[src/rtl/fetch_ctrl_if.sv]
// Memory read bus between the fetch controller and instruction memory.
interface fetch_ctrl_if #(
    parameter int unsigned ADDR_W = 16,
    parameter int unsigned DATA_W = 16
);
    logic [ADDR_W-1:0] mem_addr;
    logic              mem_en;
    logic              mem_rd;
    logic              mfc;
    logic [DATA_W-1:0] mem_rdata;

    modport master (output mem_addr, mem_en, mem_rd, input mfc, mem_rdata);
    modport slave  (input mem_addr, mem_en, mem_rd, output mfc, mem_rdata);
endinterface

[src/rtl/fetch_ctrl.sv]
// Multi-word instruction fetch controller with mem_en/mfc handshake,
// bounded memory-wait timeout and next-PC output.
module fetch_ctrl #(
    parameter int unsigned ADDR_W  = 16,
    parameter int unsigned DATA_W  = 16,
    parameter int unsigned WORDS   = 2,
    parameter int unsigned TIMEOUT = 15
) (
    input  logic                    clk,
    input  logic                    reset,
    input  logic                    start,
    input  logic [ADDR_W-1:0]       pc_in,
    fetch_ctrl_if.master            mem,
    output logic [WORDS*DATA_W-1:0] ir_out,
    output logic                    ir_valid,
    output logic [ADDR_W-1:0]       pc_next,
    output logic                    pc_load,
    output logic                    busy,
    output logic                    err
);
    localparam int unsigned CNT_W    = (WORDS > 1) ? $clog2(WORDS) : 1;
    localparam int unsigned TMR_W    = (TIMEOUT > 2) ? $clog2(TIMEOUT) : 1;
    localparam int unsigned TMR_LAST = (TIMEOUT == 0) ? 0 : TIMEOUT - 1;

    typedef enum logic [2:0] {
        S_IDLE, S_ADDR, S_REQ, S_WAIT, S_CAPT, S_DONE, S_ERR
    } state_t;

    state_t                          state, state_nx;
    logic [CNT_W-1:0]                word_cnt;
    logic [TMR_W-1:0]                timer;
    logic [ADDR_W-1:0]               addr_q;
    logic                            en_q;
    logic                            rd_q;
    logic [WORDS-1:0][DATA_W-1:0]    ir_q;
    logic                            last_word;
    logic [CNT_W-1:0]                wsel;

    assign last_word    = (word_cnt == CNT_W'(WORDS - 1));
    // First-fetched word lands in the most significant slot.
    assign wsel         = CNT_W'(WORDS - 1) - word_cnt;
    assign ir_out       = ir_q;
    assign mem.mem_addr = addr_q;
    assign mem.mem_en   = en_q;
    assign mem.mem_rd   = rd_q;

    always_ff @(posedge clk or posedge reset) begin
        if (reset) state <= S_IDLE;
        else       state <= state_nx;
    end

    always_comb begin
        state_nx = state;
        case (state)
            S_IDLE: if (start) state_nx = S_ADDR;
            S_ADDR: state_nx = S_REQ;
            S_REQ:  state_nx = S_WAIT;
            S_WAIT: begin
                if (mem.mfc)
                    state_nx = S_CAPT;
                else if ((TIMEOUT != 0) && (timer == TMR_W'(TMR_LAST)))
                    state_nx = S_ERR;
            end
            S_CAPT: state_nx = last_word ? S_DONE : S_REQ;
            S_DONE: state_nx = S_IDLE;
            S_ERR:  state_nx = S_IDLE;
            default: state_nx = S_IDLE;
        endcase
    end

    // Datapath; strobes are registered from the next state so they track the state exactly.
    always_ff @(posedge clk or posedge reset) begin
        if (reset) begin
            word_cnt <= '0;
            timer    <= '0;
            addr_q   <= '0;
            ir_q     <= '0;
            pc_next  <= '0;
            err      <= 1'b0;
            en_q     <= 1'b0;
            rd_q     <= 1'b0;
            ir_valid <= 1'b0;
            pc_load  <= 1'b0;
            busy     <= 1'b0;
        end else begin
            en_q     <= (state_nx == S_REQ);
            rd_q     <= (state_nx == S_REQ);
            ir_valid <= (state_nx == S_DONE);
            pc_load  <= (state_nx == S_DONE);
            busy     <= (state_nx != S_IDLE);
            if (state_nx == S_ERR) err <= 1'b1;
            case (state)
                S_IDLE: begin
                    if (start) begin
                        addr_q   <= pc_in;
                        pc_next  <= pc_in + ADDR_W'(WORDS);
                        word_cnt <= '0;
                        ir_q     <= '0;
                        err      <= 1'b0;
                    end
                end
                S_REQ: timer <= '0;
                S_WAIT: begin
                    if (mem.mfc) ir_q[wsel] <= mem.mem_rdata;
                    else         timer      <= timer + TMR_W'(1);
                end
                S_CAPT: begin
                    if (!last_word) begin
                        word_cnt <= word_cnt + CNT_W'(1);
                        addr_q   <= addr_q + ADDR_W'(1);
                    end
                end
                default: ;
            endcase
        end
    end
endmodule

[src/flat_wrapper.sv]
// flat-port wrapper written by rule: the top's interface ports become plain ports
module fetch_ctrl_flat 
#(
    parameter int unsigned ADDR_W  = 16,
    parameter int unsigned DATA_W  = 16,
    parameter int unsigned WORDS   = 2,
    parameter int unsigned TIMEOUT = 15
)
  (clk, reset, start, pc_in, ir_out, ir_valid, pc_next, pc_load, busy, err, mem_mem_addr, mem_mem_en, mem_mem_rd, mem_mfc, mem_mem_rdata);
  fetch_ctrl_if #(.ADDR_W(ADDR_W), .DATA_W(DATA_W)) mem_i ();
  input  logic clk;
  input  logic reset;
  input  logic start;
  input  logic [ADDR_W-1:0] pc_in;
  output logic [WORDS*DATA_W-1:0] ir_out;
  output logic ir_valid;
  output logic [ADDR_W-1:0] pc_next;
  output logic pc_load;
  output logic busy;
  output logic err;
  output wire logic [$bits(mem_i.mem_addr)-1:0] mem_mem_addr;
  output wire logic [$bits(mem_i.mem_en)-1:0] mem_mem_en;
  output wire logic [$bits(mem_i.mem_rd)-1:0] mem_mem_rd;
  input wire logic [$bits(mem_i.mfc)-1:0] mem_mfc;
  input wire logic [$bits(mem_i.mem_rdata)-1:0] mem_mem_rdata;
  assign mem_mem_addr = mem_i.mem_addr;
  assign mem_mem_en = mem_i.mem_en;
  assign mem_mem_rd = mem_i.mem_rd;
  assign mem_i.mfc = mem_mfc;
  assign mem_i.mem_rdata = mem_mem_rdata;
  fetch_ctrl #(.ADDR_W(ADDR_W), .DATA_W(DATA_W), .WORDS(WORDS), .TIMEOUT(TIMEOUT)) u_core (.clk(clk), .reset(reset), .start(start), .pc_in(pc_in), .mem(mem_i), .ir_out(ir_out), .ir_valid(ir_valid), .pc_next(pc_next), .pc_load(pc_load), .busy(busy), .err(err));
endmodule
[config.mk]
export PLATFORM = sky130hd
export DESIGN_NAME = fetch_ctrl_flat
export DESIGN_NICKNAME = d
export VERILOG_FILES = /design/src/rtl/fetch_ctrl_if.sv /design/src/rtl/fetch_ctrl.sv /design/src/flat_wrapper.sv
export SDC_FILE = /design/constraint.sdc
export NUM_CORES = 1
export LEC_CHECK = 0
export ABC_AREA = 1
export BUFFER_PORTS_ARGS = -buffer_cell sky130_fd_sc_hd__buf_2
export CAP_MARGIN = 20
export CORE_MARGIN = 4
export CORE_UTILIZATION = 38
export DETAILED_ROUTE_END_ITERATION = 10
export HOLD_SLACK_MARGIN = 0.08
export SYNTH_ARGS = -nofsm -noshare
export SYNTH_HDL_FRONTEND = slang
export SYNTH_SLANG_ARGS = --single-unit
[constraint.sdc]
create_clock -name clk -period 3 [get_ports clk]
set_input_delay 0.75 -clock clk [delete_from_list [all_inputs] [get_ports clk]]
set_output_delay 0.75 -clock clk [all_outputs]
set_load 0.005 [all_outputs]
# [Word-level counts from Yosys, hierarchy flattened]
# Cells that the tools add are included.
[word_totals] latch_bits=0 ram_bits=0 mem_bits_ro=0 mem_count=0 inputBits=36 register_bits=76
[op_classes] shift=0 eq_ne=12 n_addsub=5 n_reduce_logical=11 n_lt_le_gt_ge=2 bitwise_logic=0 n_mul=0 n_div=0 muxes=22
[ops] cell="$mux W32" count=2
[ops] cell="$pmux W32 S2" count=1
[ops] cell="$mux W16" count=3
[ops] cell="$bwmux W32" count=1
[ops] cell="$pmux W16 S2" count=1
[ops] cell="$add A16 B1 Y16 const B" count=1
[ops] cell="$add A16 B2 Y16 const B" count=1
[ops] cell="$demux W16 S1" count=1
[ops] cell="$pmux W3 S5" count=1
[ops] cell="$mux W3" count=4
[ops] cell="$eq A3 B2 Y1 const B" count=3
[ops] cell="$eq A3 B3 Y1 const B" count=3
[ops] cell="$ne A2 B2 Y1 const B" count=4
[ops] cell="$pmux W4 S2" count=1
[ops] cell="$reduce_and A2 Y1" count=3
[ops] cell="$reduce_and A3 Y1" count=2
[ops] cell="$reduce_bool A2 Y1" count=3
[ops] cell="$mux W1" count=5
[ops] cell="$add A4 B1 Y4 const B" count=1
[ops] cell="$eq A4 B4 Y1 const B" count=1
[ops] cell="$mux W4" count=1
[ops] cell="$eq A3 B1 Y1 const B" count=1
[ops] cell="$logic_not A3 Y1" count=1
[ops] cell="$reduce_bool A3 Y1" count=1
[ops] cell="other kinds (6)" count=6

# [Longest topological paths before layout]
# Gate-level depths: netlist of the first run.
[depth] word_depth=8 depth_mapped=10 depth_no_buf=9

# [Worst setup path before layout of the first run]
# OpenSTA, ideal clock, no wires.
[synth_timing] path_kind="input to register" startpoint="input pc_in[1]" endpoint="register u_core.pc_next[15]" n_path_buf=0 path_stages=8 required_ns=2.883 path_slack_ns=1.293 setup_ns=0.117 arrival_time_ns=1.590 cell_sequence="ha_1 -> nand3_1 -> nor3_1 -> nand3_1 -> nand2_1 -> nand2_1 -> nand2_1 -> nand2_1"
[synth_via] elab_chain_len=1
[synth_rtl] element="start: declaration" line="flat_wrapper.sv:14" text="input logic [ADDR_W-1:0] pc_in;"
[synth_rtl] element="$add A16 B2 Y16" line="fetch_ctrl.sv:96" text="pc_next <= pc_in + ADDR_W'(WORDS);"
[synth_rtl] element="end signal: assignment" line="fetch_ctrl.sv:96"
[synth_rtl] element="end: declaration" line="fetch_ctrl.sv:16" text="output logic [ADDR_W-1:0] pc_next,"
# Every way passes these cells.
# A chain may end at the register's enable or synchronous reset.

# [Worst setup path in the final report of the first run]
[layout_timing] startpoint="register u_core.state[2]" endpoint="register u_core.ir_q, in the netlist u_core.ir_out[11]"
[layout_via] elab_chain_len=3 elab_cells_between_ends=7 cone_classes="eq/ne (3); mux (1); reduce/logical (3)"
[layout_rtl] element="start: declaration" line="fetch_ctrl.sv:29" text="state_t state, state_nx;"
[layout_rtl] element="start signal: assignment" line="fetch_ctrl.sv:49" text="else state <= state_nx;"
[layout_rtl] element="$eq A3 B2 Y1 or $logic_not A3 Y1 (tied branches)" line="fetch_ctrl.sv:92" text="case (state)"
[layout_rtl] element="$ne A2 B2 Y1 (no line) or $reduce_bool A2 Y1 (tied branches)"
[layout_rtl] element="$reduce_and A3 Y1 (no line)"
[layout_rtl] element="end signal: indexed assignment" line="fetch_ctrl.sv:104" text="if (mem.mfc) ir_q[wsel] <= mem.mem_rdata;"
[layout_rtl] element="end: declaration" line="fetch_ctrl.sv:35" text="logic [WORDS-1:0][DATA_W-1:0] ir_q;"
# Several ways; a longest one is shown, not always the timed one.

==> results.ini, run 1 <==
[clock_tree]
clkSinkCount = 76
clk_latency_ps = 360
clk_pin_slew_ps = 90
clockBufferDepth = 2
clock-root-buffer = clkbuf_8
hold_buffers = 0
ctsResizeCount = 0
numCtsBuffers = 9
cts_max_level = 3
post_cts_buffers = 0
tritoncts = yes

[cells_and_area]
nNetsFinal = 638
n_antenna_cell = 0
nFillCells = 1053
fin_util_pct = 46.6
multi_input_area_um2 = 1800
register_area_um2 = 1900
drive_gt1_share_pct = 28.7
area_delta_synth_final_pct = 19.6

[floorplanning]
dieArea_um2 = 12300
die-height_um = 111
core_area_um2 = 10300
num_rows = 37
initial_core_util_pct = 38.9
io-pin-count = 106
fp.dieW_um = 111

[sta]
whs_ps = 459
report.final.slew_viol_count = 0
tightest_slew_ps = 978
fin_skew_ps = 8.63
max_freq_ghz = 0.456
fin_crit_ps = 2190
rsz0062_at_grt = no
post-route-period-util_pct = 73.1
setup_violations = 0
finalHoldViolCount = 0
slew_headroom_pct = 34.8
tns_ps = 0

[routing]
drt-pass1-iter-count = 5
drc = 0
drt-initial-drc-count = 237
via_per_inst = 4.95
ant_nets = 0
drt-total-wl_mm = 10.5
wl_per_cell_um = 14.2
vias = 3658

[logic_synthesis]
yosysUniqueCellTypes = 31
synth_edf_count = 0
synth-seq-area-share_pct = 47.3
yosys_warnings = 0
syn_inst = 496
synthesis.nets = 536
synthArstFlopShare_pct = 100
ys_seq_elements = 76
ys.flop_type = dfrtp_1
syn_area_um2 = 4020
avgSynthCellArea_um2 = 8.11

[global_routing]
grt_pass1_wl_mm = 17.6
grt_max_degree = 50
antenna_found_initial = 0
track_usage_pct = 17.4
grt_pass1_vias = 3474
grt.overflow.total = 0

[critical_path]
path_max_fanout = 21
cp.arrival_ps = 2490
crit_path_end_kind = flop
startpoint_type = flop
worstSetupPathType = flop to flop
required_ps = 3300

[placement]
place_congestion = 0.852
port_buffers = 105
hpwl_mm = 7.72

[flow_run]
max-cap-violations = 0

[power]
comb_power_share_pct = 42.0
seqPwrFrac_pct = 40.5
peakVddDrop_mv = 0.495
intPower_mw = 2.44
p_sw_mw = 1.97
pwr-share-clk_pct = 17.5
p_leak_nw = 2.49
swShare_pct = 44.6
p_per_area_nw_per_um2 = 916

[min_path]
hold_path.class = primary input to asynchronous set/reset pin

[outcome]
outcome = finished, final reports clean

==> cell usage after synthesis, types with 6 or more instances <==
cell type,instances,area (µm²)
o21ai_2,34,298
a21oi_1,17,85.1
nand4_1,13,81.3
nand2_1,167,627
o21ai_0,26,130
nor3_1,9,45.0
dfrtp_1,76,1900
nor2_1,33,124
inv_1,43,161
buf_6,8,90.1
nand3_1,30,150
buf_2,6,30.0
xor2_1,6,52.6
==> per-stage QoR <==
stage | setup WS, ps | area, µm² | cells | power (mW)
4_1_cts | 789 | 4810 | 739 | 4.46
2_1_floorplan | 312 | 4020 | 496 | 3.04
3_3_place_gp | 885 | 4620 | 723 | 3.63
3_5_place_dp | 818 | 4620 | 723 | 3.67
5_1_grt | 596 | 4810 | 739 | 4.79
6_report | 807 | 4810 | 739 | 4.41
==> power groups by stage <==
stage                     clock, mW  combinational, mW  sequential (mW)
after detailed placement          0               1.87             1.80
after floorplan                   0               1.28             1.77
after global routing          0.839               2.10             1.85
after CTS                     0.793               1.88             1.79
final                         0.771               1.85             1.79
after global placement            0               1.85             1.78
==> layout make-up <==
| type | count | area share [%] |
|---|---|---|
| Clock buffer | 9 | 2.58 |
| Clock inverter | 7 | 1.35 |
| Inverter | 44 | 3.49 |
| Multi-Input combinational cell | 357 | 37.5 |
| Sequential cell | 76 | 39.6 |
| Tap cell | 136 | 3.54 |
| Timing Repair Buffer | 110 | 12.0 |
==> flip-flops by register name (all words and copies together), names as in the netlist <==
| register | flops |
|---|---|
| u_core.ir_out | 32 |
| u_core.mem.mem_addr | 16 |
| u_core.pc_next | 16 |
| u_core.timer | 4 |
| u_core.state | 3 |
| u_core.busy | 1 |
| u_core.err | 1 |
| u_core.ir_valid | 1 |
| u_core.last_word | 1 |
| u_core.mem.mem_en | 1 |
==> kinds of logic after synthesis <==
logic type	share of synthesized area (%)
XOR/XNOR	1.74
flip-flops	47.3
AO/OA/AOI/OAI	13.6
buffers and inverters	7.81
adder cells (fa/ha/maj)	1.24
AND/OR/NAND/NOR	28.3
==> path summary, 6_finish.rpt <==
kind / endpoint / slack, ps / from / cells after the start
max in group asynchronous: u_core.pc_next[0]$_DFFE_PP0P_ / 1860 / reset / 3
min in group clk: u_core.pc_next[10]$_DFFE_PP0P_ / 480 / u_core.pc_next[10]$_DFFE_PP0P_ / 2
hold reg to reg: u_core.pc_next[10]$_DFFE_PP0P_ / 480 / u_core.pc_next[10]$_DFFE_PP0P_ / 2
setup / recovery: u_core.ir_out[11]$_DFFE_PP0P_ / 810 / u_core.state[2]$_DFF_PP0_ / 6
hold / removal: u_core.ir_out[8]$_DFFE_PP0P_ / 460 / reset / 2
setup reg to reg: u_core.ir_out[11]$_DFFE_PP0P_ / 810 / u_core.state[2]$_DFF_PP0_ / 6
==> layer usage <==
metal | GRT usage, % | routed length [µm] | vias up
li1 | - | - | 1812
met1 | 23.6 | 4880 | 1709
met2 | 28.0 | 4880 | 125
met3 | 3.88 | 586 | 12
met4 | 5.42 | 138 | 0
met5 | 0 | 0 | -
==> layout by cell type (no fill, tap or decap), types with 4 or more instances in the layout <==
master | synthesis | final
inv_1 | 43 | 42
o21ai_0 | 26 | 26
nor2_4 | 4 | 4
nand3_1 | 30 | 30
nand4_1 | 13 | 13
nor2_1 | 33 | 33
buf_4 | 2 | 4
buf_2 | 6 | 105
clkbuf_8 | 0 | 9
ha_1 | 4 | 4
o21ai_2 | 34 | 34
xor2_1 | 6 | 6
nand2_1 | 167 | 167
nor3_1 | 9 | 9
dfrtp_1 | 76 | 76
a21oi_1 | 17 | 17
==> critical path, stage by stage (launching register included) <==
cell	delay [ps]
dfrtp_1	430
inv_1	190
nand3_4	200
o21ai_2	800
buf_4	350
nand2_1	110
o21ai_2	60
(Power assumes the default switching activity.)
==> run 2: changes to the inputs <==
==> constraint.sdc (replaced) <==
create_clock -name clk -period 1.9 [get_ports clk]
set_input_delay 0.475 -clock clk [delete_from_list [all_inputs] [get_ports clk]]
set_output_delay 0.475 -clock clk [all_outputs]
set_load 0.005 [all_outputs]
==> run 2 against run 1 <==
Fmax rose by 35%. Largest power group unchanged. Worst hold slack got worse by 240 ps. Clock power rose by 98%. Critical endpoint is now u_core.mem.mem_addr[4]$_DFFE_PP0P_. Total power rose by 68%. Highest routed layer unchanged. Non-clock buffer count rose by 4.
==> results.ini, run 2 (synthesized netlist as in run 1, its figures left out) <==
[sta]
finalHoldViolCount = 0
fin_crit_ps = 1620
slew_headroom_pct = 71.4
tightest_slew_ps = 427
rsz0062_at_grt = no
tns_ps = 0
fin_skew_ps = 14.7
report.final.slew_viol_count = 0
setup_ws_ps = 279
whs_ps = 215
max_freq_ghz = 0.617
post-route-period-util_pct = 85.3
setup_violations = 0

[critical_path]
slowest_stage = dfrtp_1
cpPeakStageDelay_ps = 470
r2r-end = u_core.mem.mem_addr[4]$_DFFE_PP0P_
crit_path_end_kind = flop
timing.rr.start = u_core.state[1]$_DFF_PP0_
r2r_slack_ps = 280
crit_top_cell = a21oi_1
cp.arrival_ps = 1870
worstSetupPathType = flop to flop
cp_cell_sequence = nor2_4 > nand2_4 > inv_4 > nand2_2 > nand2_1 > inv_1 > a21oi_1 > a21oi_1
required_ps = 2150
startpoint_type = flop
path_max_fanout = 12
r2r_cells = 8

[power]
p_leak_nw = 2.54
p_per_area_nw_per_um2 = 1500
finalPower_mw = 7.42
peakVddDrop_mv = 0.615

[routing]
drt-pass1-iter-count = 4
drc = 0
wl_per_cell_um = 14.0
vias = 3628
drt-total-wl_mm = 10.4
via_per_inst = 4.88
drt-initial-drc-count = 233
ant_nets = 0

[cells_and_area]
fin_util_pct = 47.8
drive_gt1_share_pct = 29.2
largest_register_ffs = 32
fin_cells = 743
nFillCells = 1040
final_common_cell = nand2_1
final_area_um2 = 4940
nNetsFinal = 642
n_antenna_cell = 0
final_cell_mix = nand2_1, buf_2, dfrtp_1
area_delta_synth_final_pct = 22.8

[floorplanning]
die-height_um = 111
io-pin-count = 106
num_rows = 37
core_area_um2 = 10300
dieArea_um2 = 12300
fp.dieW_um = 111
initial_core_util_pct = 38.9

[global_routing]
grt_pass1_wl_mm = 17.3
antenna_found_initial = 0
grt_pass1_vias = 3551
track_usage_pct = 17.2
grt.overflow.total = 0
grt_max_degree = 77

[clock_tree]
ctsResizeCount = 0
clk_pin_slew_ps = 80
clk_latency_ps = 360
numCtsBuffers = 9
cts_max_level = 3
post_cts_buffers = 0
clockBufferDepth = 2
tritoncts = yes
clock-root-buffer = clkbuf_8
hold_buffers = 0
clkSinkCount = 76

[placement]
place_congestion = 0.870
pre_cts_ws_ps = 209
place_inst = 727
hpwl_mm = 7.56
port_buffers = 105
place_area_um2 = 4690

[flow_run]
max-cap-violations = 0

[min_path]
hold_path.class = primary input to asynchronous set/reset pin

[outcome]
outcome = finished, final reports clean

## run 2: layout make-up
cell class	count	area, µm²	share of cell area (%)
multi-input combinational	357	1800	36.5
inverter	44	171	3.47
sequential	76	1900	38.5
tap	136	170	3.45
clock buffer	9	124	2.51
clock inverter	7	123	2.48
timing repair buffer	114	643	13.0
## run 2: worst max-delay path by stage
stage / startpoint / endpoint / slack (ps) / depth (start not counted)
2_1_floorplan: u_core.state[2]$_DFF_PP0_ / u_core.ir_out[0]$_DFFE_PP0P_ / 450 / 7
3_3_place_gp: pc_in[1] / u_core.pc_next[15]$_DFFE_PP0P_ / 240 / 9
3_5_place_dp: pc_in[1] / u_core.pc_next[15]$_DFFE_PP0P_ / 210 / 9
4_1_cts: u_core.state[1]$_DFF_PP0_ / u_core.mem.mem_addr[4]$_DFFE_PP0P_ / 270 / 8
5_1_grt: u_core.state[1]$_DFF_PP0_ / u_core.mem.mem_addr[4]$_DFFE_PP0P_ / 130 / 8
6_report: u_core.state[1]$_DFF_PP0_ / u_core.mem.mem_addr[4]$_DFFE_PP0P_ / 280 / 8
## run 2: per-layer routing
metal  wire, µm  track usage, %  vias up
met1       4780            23.0     1666
li1           -               -     1819
met4        219            7.31        0
met5          0               0        -
met3        629            3.49       17
met2       4750            27.0      126
## run 2: power by group
part,internal [mW],switching [mW]
clock network,0.881,0.647
registers,2.25,0.540
logic,1.22,1.88
total,4.35,3.06
## run 2: worst max-delay path, delay by kind of cell (launching register included)
kind | cells | cell delay [ps]
AND/OR/NAND/NOR | 4 | 480
flip-flops | 1 | 470
buffers and inverters | 2 | 320
AO/OA/AOI/OAI | 2 | 240
